===== src/rtl/ib_vnu3_c2v_gather.sv =====
// Gathers E0/E1/E2 c2v messages and the channel LLR into one aligned bundle and
// queues it in a first-word-fall-through FIFO with a registered head.
module ib_vnu3_c2v_gather #(
   parameter int QUAN_SIZE  = 4,
   parameter int FIFO_DEPTH = 4,
   parameter int LVL_W      = 3
) (
   input  logic                 read_clk,
   input  logic                 rstn,
   input  logic [QUAN_SIZE-1:0] c2v_in,
   input  logic [1:0]           c2v_layer,
   input  logic                 c2v_valid,
   output logic                 c2v_ready,
   input  logic [QUAN_SIZE-1:0] ch_llr_in,
   input  logic                 ch_valid,
   output logic                 ch_ready,
   input  logic                 iter_first,
   output logic [QUAN_SIZE-1:0] E0_out,
   output logic [QUAN_SIZE-1:0] E1_out,
   output logic [QUAN_SIZE-1:0] E2_out,
   output logic [QUAN_SIZE-1:0] ch_llr_out,
   output logic                 out_valid,
   input  logic                 out_ready,
   output logic [LVL_W-1:0]     fifo_level,
   output logic                 err_layer
);

   localparam int                PTR_W    = LVL_W - 1;
   localparam int                BW       = 4 * QUAN_SIZE;
   localparam logic [LVL_W-1:0]  FULL_LVL = LVL_W'(FIFO_DEPTH);

   logic [3:0]           flag_q, flag_d, flag_nx_s;
   logic [QUAN_SIZE-1:0] e0_q, e1_q, e2_q, ch_q;
   logic [QUAN_SIZE-1:0] e0_nx_s, e1_nx_s, e2_nx_s, ch_nx_s;
   logic                 err_q, err_d;
   logic [PTR_W-1:0]     wr_ptr_q, wr_ptr_d, rd_ptr_q, rd_ptr_d;
   logic [LVL_W-1:0]     level_q, level_d, remain_s;
   logic [BW-1:0]        head_q, head_d, push_data_s;
   logic                 vld_q, vld_d;
   logic [BW-1:0]        mem [FIFO_DEPTH];

   logic slot_free_s, c2v_ready_s, ch_ready_s, c2v_acc_s, ch_acc_s;
   logic complete_s, pop_s, push_s;

   // Slot readiness and handshakes
   always_comb begin
      case (c2v_layer)
         2'd0:    slot_free_s = !flag_q[0];
         2'd1:    slot_free_s = !flag_q[1];
         2'd2:    slot_free_s = !flag_q[2];
         default: slot_free_s = 1'b0;
      endcase
      c2v_ready_s = !iter_first & slot_free_s;
      ch_ready_s  = !flag_q[3];
      c2v_acc_s   = c2v_valid & c2v_ready_s;
      ch_acc_s    = ch_valid & ch_ready_s;
   end

   // Next-flags/data including this cycle's accepts; completion and push decision
   always_comb begin
      flag_nx_s = flag_q;
      e0_nx_s   = e0_q;
      e1_nx_s   = e1_q;
      e2_nx_s   = e2_q;
      ch_nx_s   = ch_q;
      if (c2v_acc_s) begin
         case (c2v_layer)
            2'd0: begin flag_nx_s[0] = 1'b1; e0_nx_s = c2v_in; end
            2'd1: begin flag_nx_s[1] = 1'b1; e1_nx_s = c2v_in; end
            2'd2: begin flag_nx_s[2] = 1'b1; e2_nx_s = c2v_in; end
            default: begin end
         endcase
      end else begin
      end
      if (ch_acc_s) begin
         flag_nx_s[3] = 1'b1;
         ch_nx_s      = ch_llr_in;
      end else begin
      end
      complete_s = iter_first ? flag_nx_s[3] : (&flag_nx_s);
      pop_s      = vld_q & out_ready;
      // A full FIFO still accepts the push when its head leaves on the same edge
      push_s     = complete_s & ((level_q != FULL_LVL) | pop_s);
      if (iter_first) begin
         push_data_s = {{(3*QUAN_SIZE){1'b0}}, ch_nx_s};
      end else begin
         push_data_s = {e0_nx_s, e1_nx_s, e2_nx_s, ch_nx_s};
      end
      flag_d = push_s ? 4'b0000 : flag_nx_s;
      err_d  = err_q | (c2v_valid & (c2v_layer == 2'd3));
   end

   // FIFO pointers, level and next registered head
   always_comb begin
      wr_ptr_d = wr_ptr_q + PTR_W'(push_s);
      rd_ptr_d = rd_ptr_q + PTR_W'(pop_s);
      level_d  = level_q + LVL_W'(push_s) - LVL_W'(pop_s);
      remain_s = level_q - LVL_W'(pop_s);
      if (remain_s != {LVL_W{1'b0}}) begin
         head_d = mem[rd_ptr_d];
      end else if (push_s) begin
         head_d = push_data_s;
      end else begin
         head_d = head_q;
      end
      vld_d = (level_d != {LVL_W{1'b0}});
   end

   // State registers with synchronous active-low reset
   always_ff @(posedge read_clk) begin
      if (!rstn) begin
         flag_q   <= 4'b0000;
         e0_q     <= '0;
         e1_q     <= '0;
         e2_q     <= '0;
         ch_q     <= '0;
         err_q    <= 1'b0;
         wr_ptr_q <= '0;
         rd_ptr_q <= '0;
         level_q  <= '0;
         head_q   <= '0;
         vld_q    <= 1'b0;
      end else begin
         flag_q   <= flag_d;
         e0_q     <= e0_nx_s;
         e1_q     <= e1_nx_s;
         e2_q     <= e2_nx_s;
         ch_q     <= ch_nx_s;
         err_q    <= err_d;
         wr_ptr_q <= wr_ptr_d;
         rd_ptr_q <= rd_ptr_d;
         level_q  <= level_d;
         head_q   <= head_d;
         vld_q    <= vld_d;
      end
   end

   // Bundle storage; contents are only meaningful behind valid pointers
   always_ff @(posedge read_clk) begin
      if (rstn && push_s) begin
         mem[wr_ptr_q] <= push_data_s;
      end
   end

   assign c2v_ready  = c2v_ready_s;
   assign ch_ready   = ch_ready_s;
   assign E0_out     = head_q[4*QUAN_SIZE-1 -: QUAN_SIZE];
   assign E1_out     = head_q[3*QUAN_SIZE-1 -: QUAN_SIZE];
   assign E2_out     = head_q[2*QUAN_SIZE-1 -: QUAN_SIZE];
   assign ch_llr_out = head_q[QUAN_SIZE-1:0];
   assign out_valid  = vld_q;
   assign fifo_level = level_q;
   assign err_layer  = err_q;

endmodule


===== config.mk =====
export PLATFORM = sky130hd
export DESIGN_NAME = ib_vnu3_c2v_gather
export DESIGN_NICKNAME = d
export VERILOG_FILES = /design/src/rtl/ib_vnu3_c2v_gather.sv
export SDC_FILE = /design/constraint.sdc
export NUM_CORES = 1
export LEC_CHECK = 0
export ABC_AREA = 0
export BUFFER_PORTS_ARGS = -buffer_cell sky130_fd_sc_hd__buf_2
export CORE_MARGIN = 2
export CORE_UTILIZATION = 45
export DETAILED_ROUTE_END_ITERATION = 16
export HOLD_SLACK_MARGIN = 0.02
export PLACE_DENSITY = 0.65
export SLEW_MARGIN = 20
export SYNTH_ARGS = -nofsm -noshare
export SYNTH_HDL_FRONTEND = slang
export SYNTH_SLANG_ARGS = --single-unit
export TNS_END_PERCENT = 100

===== constraint.sdc =====
create_clock -name read_clk -period 4.3 [get_ports read_clk]
set_clock_uncertainty 0.1 [all_clocks]
set_input_delay 0.43 -clock read_clk [delete_from_list [all_inputs] [get_ports read_clk]]
set_output_delay 0.43 -clock read_clk [all_outputs]
set_load 0.05 [all_outputs]

Word level (Yosys, flattened, before mapping)
Memory sizes are Yosys's and may differ from the RTL's.
Cells that the tools add are included.
- bits in registers: 45
- latch bits: 0
- memory bits (writable): 64
- bits in read-only memories: 0
- input bits: 16
- output and inout bits: 23
- word-level logic and storage cells: 61
- memories: 1
- memory list (memory ; words ; bits a word ; read ports ; clocked after Yosys merged registers in ; wr ports ; RTL line ; RTL):
    mem ; 4 ; 16 ; 1 ; 0 ; 1 ; 40 ; logic [BW-1:0] mem [FIFO_DEPTH];
- add/sub/neg operators: 5
- $mul: 0
- divide/modulo/power cells: 0
- magnitude comparators: 0
- equal/unequal tests: 4
- shift operators: 0
- multiplexer cells: 19
- bitwise logic cells: 9
- reductions and logical operators: 12
- operator list (operator ; count):
    $mux 16 ; 3
    $mux 4 ; 7
    $mux 1 ; 7
    $and 1x1->1 ; 6
    $reduce_bool 3->1 ; 2
    $sub 3x1->3 ; 2
    $logic_not 1->1 ; 5
    $add 2x1->2 ; 2
    $eq 2x2->1 const B ; 2
    $reduce_and 4->1 ; 1
    $add 3x1->3 ; 1
    $mux 3 ; 1
    $ne 3x3->1 const B ; 1
    $pmux 1 s3 ; 1
    $eq 2x1->1 const B ; 1
    $logic_not 2->1 ; 1
    $or 1x1->1 ; 2
    $reduce_bool 2->1 ; 1
    $reduce_or 2->1 ; 1
    $logic_and 1x1->1 ; 1
    $not 1->1 ; 1

Depth between registers and ports, before layout
Gate-level depths: netlist (run 1).
- depth after elaboration: 11
- mapped depth: 12
- gate-level depth less buffers: 11

Worst setup path before layout (run 1)
Ideal clock, no wire load.
- kind: reg-to-reg
- start point: register vld_q (netlist: out_valid)
- end point: memory mem[0][0] (netlist bit), enable pin
- setup time: 0.430 ns
- arrival: 3.027 ns
- required time: 3.770 ns
- slack: 0.743 ns
- cell stages (with the launch flop): 5
- buffers on the path: 0
- clock period less this slack: 3.557 ns
- cell sequence: dfxtp_1 nand2_1 a31oi_1 nand3_1 nor4_1
- longest elaborated chain between the ends: 6
- RTL lines (element ; RTL line ; RTL):
    from (decl) ; 39 ; logic vld_q, vld_d;
    from (signal assigned) ; 134 ; vld_q <= vld_d;
    $and 1x1->1 ; 81 ; pop_s = vld_q & out_ready;
    $or 1x1->1 ; 83 ; push_s = complete_s & ((level_q != FULL_LVL) | pop_s);
    $and 1x1->1 ; 83 ;
    $logic_and 1x1->1 ; 140 ; if (rstn && push_s) begin
    $mux 1 ; 140 ;
    $mux 1 (not written as such) ; 141 ; mem[wr_ptr_q] <= push_data_s;
    to (decl) ; 40 ;
No other way between the ends.

Worst setup path in the final report (run 1)
- start point: register flag_q[0]
- end point: register vld_q (netlist: out_valid)
- longest elaborated chain between the ends: 11
- elaborated cells between the ends (all ways): 12
- classes of those cells: 2 x add/sub; 4 x mux; 3 x bitwise; 3 x reduce/logical
- RTL lines (element ; RTL line ; RTL):
    from (decl) ; 32 ; logic [3:0] flag_q, flag_d, flag_nx_s;
    from (signal assigned) ; 124 ; flag_q <= flag_d;
    $logic_not 1->1 ; 48 ; 2'd0: slot_free_s = !flag_q[0];
    $pmux 1 s3 ; 47 ; case (c2v_layer)
    $and 1x1->1 ; 53 ; c2v_ready_s = !iter_first & slot_free_s;
    $and 1x1->1 ; 55 ; c2v_acc_s = c2v_valid & c2v_ready_s;
    $mux 3 * ; 66 ; if (c2v_acc_s) begin
    $reduce_and 4->1 * ; 80 ; complete_s = iter_first ? flag_nx_s[3] : (&flag_nx_s);
    $mux 1 * ; 80 ;
    $and 1x1->1 * ; 83 ;
    $add 3x1->3 * ; 97 ; level_d = level_q + LVL_W'(push_s) - LVL_W'(pop_s);
    $sub 3x1->3 * ; 97 ;
    $reduce_bool 3->1 * ; 106 ; vld_d = (level_d != {LVL_W{1'b0}});
Every way passes the cells marked *; elsewhere a longest branch is shown, timed or not.
A chain may end at the register's enable or synchronous reset.

==> flow_metrics.env, run 1 <==
export IMPL_status="finished, final reports clean"
export IMPL_grt_pass1_wl_um=15200
export IMPL_arrival_ps=2850
export IMPL_rsz0062_at_grt="false"
export IMPL_drv_cap=0
export IMPL_multi_input_comb_area_sq_um=1540
export IMPL_worstRegToRegCells=11
export IMPL_register_area_sq_um=2820
export IMPL_nNetsFinal=397
export IMPL_netlist_area_sq_um=4570
export IMPL_gp_congestion=0.805
export IMPL_wl_per_cell_um=18.0
export IMPL_cts_sinks=109
export IMPL_drc=0
export IMPL_die_area_sq_um=11000
export IMPL_cts_hold_buf=0
export IMPL_setup_tns_ps=0
export IMPL_synth_top_cell_by_area="edfxtp_1"
export IMPL_io_buffers=38
export IMPL_root_buffer="clkbuf_8"
export IMPL_grt_max_degree=29
export IMPL_fp_dieH_um=105
export IMPL_cts_resized=0
export IMPL_setup_violations=0
export IMPL_cts_buffers_inserted=9
export IMPL_tightest_slew_ps=879
export IMPL_viasPerCell=5.46
export IMPL_r2r_start="flag_q[0]"
export IMPL_synth_edf_count=64
export IMPL_synth_top_cells_by_area="edfxtp_1 42%, dfxtp_1 20%, mux4_2 3.9%"
export IMPL_fill_cells=900
export IMPL_grt_pass1_vias=2859
export IMPL_yosysWarnings=0
export IMPL_vias=2804
export IMPL_reg2reg_slack_ps=1600
export IMPL_finalMaxSlewViolations=0
export IMPL_whs_path_depth=3
export IMPL_grt_usage_pct=18.0
export IMPL_synth_ff_type="edfxtp_1"
export IMPL_holdWs_ps=306
export IMPL_rows=36
export IMPL_num_io_pins=39
export IMPL_synth_most_common_cell="edfxtp_1"
export IMPL_cts_setup_buffers=0
export IMPL_grt_overflow_total=0
export IMPL_synth_seq_cells=109
export IMPL_critPathLaunch="flag_q[0]"
export IMPL_core_sq_um=9820
export IMPL_drt_wl_total_um=9260
export IMPL_syn_nets=358
export IMPL_cts_buffer_depth=2
export IMPL_async_reset_ff_share_pct=0
export IMPL_power_density_nw_per_um2=555
export IMPL_leakage_nw=1.97
export IMPL_max_freq_ghz=0.370
export IMPL_antenna_found_initial=0
export IMPL_drt_initial_drc_count=138
export IMPL_fin_util_pct=51.7
export IMPL_fp_dieW_um=105
export IMPL_endpoint_kind="flip-flop"
export IMPL_syn_to_final_growth_pct=11.1
export IMPL_antenna_cells=0
export IMPL_dp_hpwl_um=6170
export IMPL_syn_inst=337
export IMPL_cp_start_kind="flip-flop"
export IMPL_critPathMaxFanout=8
export IMPL_r2r_end="out_valid"
export IMPL_crit_path_end="out_valid"
export IMPL_start_util_pct=46.6
export IMPL_ys_types=49
export IMPL_ys_seq_area_share_pct=61.7
export IMPL_final_hold_viol_count=0
export IMPL_htree_levels=3
export IMPL_post_route_min_period_ps=2700
export IMPL_drive_gt1_share_pct=24.9
export IMPL_slew_headroom_pct=41.4
export IMPL_cts_tree="built"
export IMPL_totalPowerFinal_mw=2.82
export IMPL_required_ps=4450
export IMPL_drtPass1Iterations=4
export IMPL_vdd_drop_max_v=0.000242
export IMPL_worstHoldPathType="in -> reg"
export IMPL_synth_area_per_cell_sq_um=13.6
export IMPL_worstSkewPairLatency_ps=370
export IMPL_synth_common_cells="64 x edfxtp_1, 45 x dfxtp_1, 35 x inv_1"
export IMPL_synth_top_area_share_pct=42.0
export IMPL_clk_pin_slew_ps=110
export IMPL_crit_type="reg -> reg"
export IMPL_fin_crit_sh_pct=62.8
export IMPL_final_antenna_net_count=0
-- layout by cell type (no fill, tap or decap), types with 4 or more instances in the layout --
cell,synthesis,layout
nor2_1,32,32
inv_1,35,35
a211oi_1,4,4
mux2_1,11,11
a21o_1,4,4
nand2_1,4,4
mux2_2,11,11
ha_1,4,4
edfxtp_1,64,64
dfxtp_1,45,45
o21ai_0,4,4
nand3_1,13,13
and2_1,9,9
mux4_2,8,8
clkbuf_8,0,9
buf_2,3,38
mux2i_1,9,9
a221oi_2,8,8
nor3_1,5,5
o221ai_1,16,16
-- report_power, final --
group	leakage (nW)	switching (mW)	internal, mW
Clock	0.102	0.348	0.276
Combinational	0.852	0.646	0.303
Sequential	1.02	0.0494	1.19
-- logic make-up after synthesis --
| kind of cell | Yosys count | synth area share [%] |
|---|---|---|
| flip-flops | 109 | 61.7 |
| AND/OR/NAND/NOR | 82 | 9.66 |
| XOR/XNOR | 5 | 1.12 |
| AO/OA/AOI/OAI | 47 | 9.82 |
| buffers and inverters | 50 | 4.84 |
| multiplexers | 39 | 11.3 |
| adder cells (fa/ha/maj) | 5 | 1.53 |
-- worst min path at each step --
stage | start | slack [ps] | to
6_report | ch_valid | 310 | flag_q[3]
5_1_grt | c2v_in[2] | 320 | e1_q[2]
4_1_cts | c2v_in[3] | 290 | e2_q[3]
3_5_place_dp | head_q[5] | 350 | head_q[5]
3_3_place_gp | head_q[1] | 350 | head_q[1]
2_1_floorplan | flag_q[1] | 370 | flag_q[1]
-- per-layer routing --
metal / routed length [um] / GRT usage [%] / share of wire [%]
met5: 0 / 0 / 0
met4: 136 / 6.67 / 1.5
met2: 4600 / 29.0 / 50
met3: 327 / 3.49 / 3.5
met1: 4190 / 24.2 / 45
-- metrics by stage --
step           instances  worst slack [ps]  area (sq um)
2_1_floorplan        337               743          4570
3_3_place_gp         498              1360          4880
3_5_place_dp         498              1250          4880
4_1_cts              514              1540          5080
5_1_grt              514              1320          5080
6_report             514              1600          5080
-- registers in the layout, summed over array words and instances (netlist names) --
signal      count
ch_q            4
e0_q            4
e1_q            4
e2_q            4
err_layer       1
fifo_level      3
flag_q          4
head_q         16
mem            64
out_valid       1
rd_ptr_q        2
wr_ptr_q        2
-- worst max-delay path, cell delays in order (launching register included) --
cell and delay, ps:
dfxtp_1 380, mux2i_1 250, o211ai_2 200, nand3_1 210, inv_2 110, mux2_2 280
ha_1 190, fa_1 380, xnor2_1 140, xnor2_1 140, nor3_1 140, nor2_1 60
-- area by class of cell --
class	instances	share of cell area [%]
flip-flops and latches	109	55.6
repair buffers	41	4.19
clock inverters	6	1.38
inverters	37	2.73
clock buffers	10	2.51
well taps	133	3.28
multi-input cells	178	30.4
Note: power is estimated with default switching activity, not from simulation.
==> inputs of run 2 (changes only) <==
--- a/config.mk
+++ b/config.mk
@@ -11,7 +11,7 @@
 export CORE_UTILIZATION = 45
 export DETAILED_ROUTE_END_ITERATION = 16
 export HOLD_SLACK_MARGIN = 0.02
-export PLACE_DENSITY = 0.65
+export PLACE_DENSITY = 0.67
 export SLEW_MARGIN = 20
 export SYNTH_ARGS = -nofsm -noshare
 export SYNTH_HDL_FRONTEND = slang
==> constraint.sdc (replaced) <==
create_clock -name read_clk -period 2.19 [get_ports read_clk]
set_clock_uncertainty 0.1 [all_clocks]
set_input_delay 0.219 -clock read_clk [delete_from_list [all_inputs] [get_ports read_clk]]
set_output_delay 0.219 -clock read_clk [all_outputs]
set_load 0.05 [all_outputs]
==> flow_metrics.env, run 2 (synthesis results as in run 1) <==
export IMPL_core_sq_um=9820
export IMPL_grt_pass1_wl_um=15500
export IMPL_max_freq_ghz=0.442
export IMPL_drive_gt1_share_pct=37.1
export IMPL_fp_dieH_um=105
export IMPL_critPathMaxFanout=3
export IMPL_fp_dieW_um=105
export IMPL_antenna_cells=0
export IMPL_violations="negative setup slack"
export IMPL_drtPass1Iterations=4
export IMPL_setup_violations=2
export IMPL_drc=0
export IMPL_start_util_pct=46.6
export IMPL_drt_initial_drc_count=165
export IMPL_worstHoldPathType="in -> reg"
export IMPL_leakage_nw=2.25
export IMPL_crit_type="reg -> reg"
export IMPL_worstSkewPairLatency_ps=370
export IMPL_grt_overflow_total=0
export IMPL_nNetsFinal=442
export IMPL_io_buffers=38
export IMPL_whs_path_depth=3
export IMPL_vdd_drop_max_v=0.000540
export IMPL_grt_pass1_vias=2942
export IMPL_slew_headroom_pct=74.2
export IMPL_cts_tree="built"
export IMPL_final_cell_mix="64 x edfxtp_1, 43 x buf_4, 39 x dfxtp_1, 38 x buf_2, 34 x inv_1"
export IMPL_worstRegToRegCells=10
export IMPL_dp_hpwl_um=6750
export IMPL_post_route_min_period_ps=2260
export IMPL_gp_congestion=0.807
export IMPL_reg_top3="mem (64), head_q (16)"
export IMPL_cp_start_kind="flip-flop"
export IMPL_rsz0062_at_grt="true"
export IMPL_cts_buffers_inserted=9
export IMPL_dpl_cell_count=541
export IMPL_required_ps=2340
export IMPL_status="finished with violations"
export IMPL_num_io_pins=39
export IMPL_rows=36
export IMPL_vias=2950
export IMPL_fin_crit_sh_pct=103
export IMPL_tightest_slew_ps=376
export IMPL_root_buffer="clkbuf_8"
export IMPL_holdWs_ps=77.4
export IMPL_cts_buffer_depth=2
export IMPL_final_hold_viol_count=0
export IMPL_clk_pin_slew_ps=110
export IMPL_grt_usage_pct=18.7
export IMPL_power_density_nw_per_um2=1080
export IMPL_endpoint_kind="flip-flop"
export IMPL_cts_sinks=109
export IMPL_grt_max_degree=26
export IMPL_mostFrequentLayoutCell="edfxtp_1"
export IMPL_final_antenna_net_count=0
export IMPL_antenna_found_initial=0
export IMPL_largest_reg_flops=64
export IMPL_htree_levels=3
export IMPL_setup_slack_ps=-72.1
export IMPL_totalPowerFinal_mw=6.08
export IMPL_finalMaxSlewViolations=0
export IMPL_die_area_sq_um=11000
export IMPL_largest_register="mem"
export IMPL_drv_cap=0
export IMPL_arrival_ps=2410
export IMPL_fin_cells=559
export IMPL_cts_hold_buf=0
export IMPL_syn_to_final_growth_pct=23.4
export IMPL_wl_per_cell_um=17.3
export IMPL_viasPerCell=5.28
export IMPL_drt_wl_total_um=9690
run 2: cell types whose count changed in the layout (fill, tap and decap cells not counted), moves of 4 or more:
| cell | change |
|---|---|
| buf_4 | +40 |
| dfxtp_4 | +4 |
| dfxtp_1 | -6 |
| buf_12 | +5 |
run 2: final cells by class:
cell class / count / area, sq um
Clock buffer: 9 / 124
Timing Repair Buffer: 86 / 613
Inverter: 37 / 141
Tap cell: 133 / 166
Clock inverter: 7 / 97.6
Multi-Input combinational cell: 178 / 1660
Sequential cell: 109 / 2840
Fill cell: 831 / 4170
run 2: through the flow:
step | setup slack [ps] | cell area (sq um) | util, % | TNS (ps)
2_1_floorplan | -244 | 4710 | - | -418
3_3_place_gp | -237 | 5380 | 54.8 | -381
3_5_place_dp | -300 | 5380 | 54.8 | -566
4_1_cts | -74.9 | 5640 | 57.4 | -99.1
5_1_grt | -152 | 5650 | 57.5 | -257
6_report | -72.1 | 5650 | 57.5 | -85.0
run 2: critical path, cell delays in order, from the launching register on:
cell and delay (ps):
dfxtp_1 320, a311o_1 360, nand3_4 110, inv_4 30, mux2_4 260, ha_4 160
fa_2 340, xnor2_2 140, xnor2_1 140, nor3_1 130, nor2_1 50
run 2: repair_timing:
action | in CTS | in global routing
buffers inserted | 2 | 0
pin swaps | 4 | 1
setup endpoints to repair | 6 | 11
gates resized for setup | 7 | 2
run 2: worst paths after layout:
path / startpoint / to / slack (ps)
worst max-delay path: flag_q[2] / out_valid / -70
worst min register to register: head_q[0] / head_q[0] / 370
worst max register to register: flag_q[2] / out_valid / -70
worst min-delay path: c2v_in[0] / e1_q[0] / 80
run 2: power breakdown:
part | switching [mW] | internal [mW]
clock | 0.682 | 0.648
sequential | 0.0927 | 2.36
combinational | 1.39 | 0.902
run 2: layer usage:
layer / GRT usage [%] / vias up / share of wire (%)
met5: 0 / - / 0
met4: 5.62 / 0 / 1.0
met2: 31.7 / 64 / 51
met3: 3.81 / 6 / 4.8
li1: - / 1422 / -
met1: 24.2 / 1458 / 43
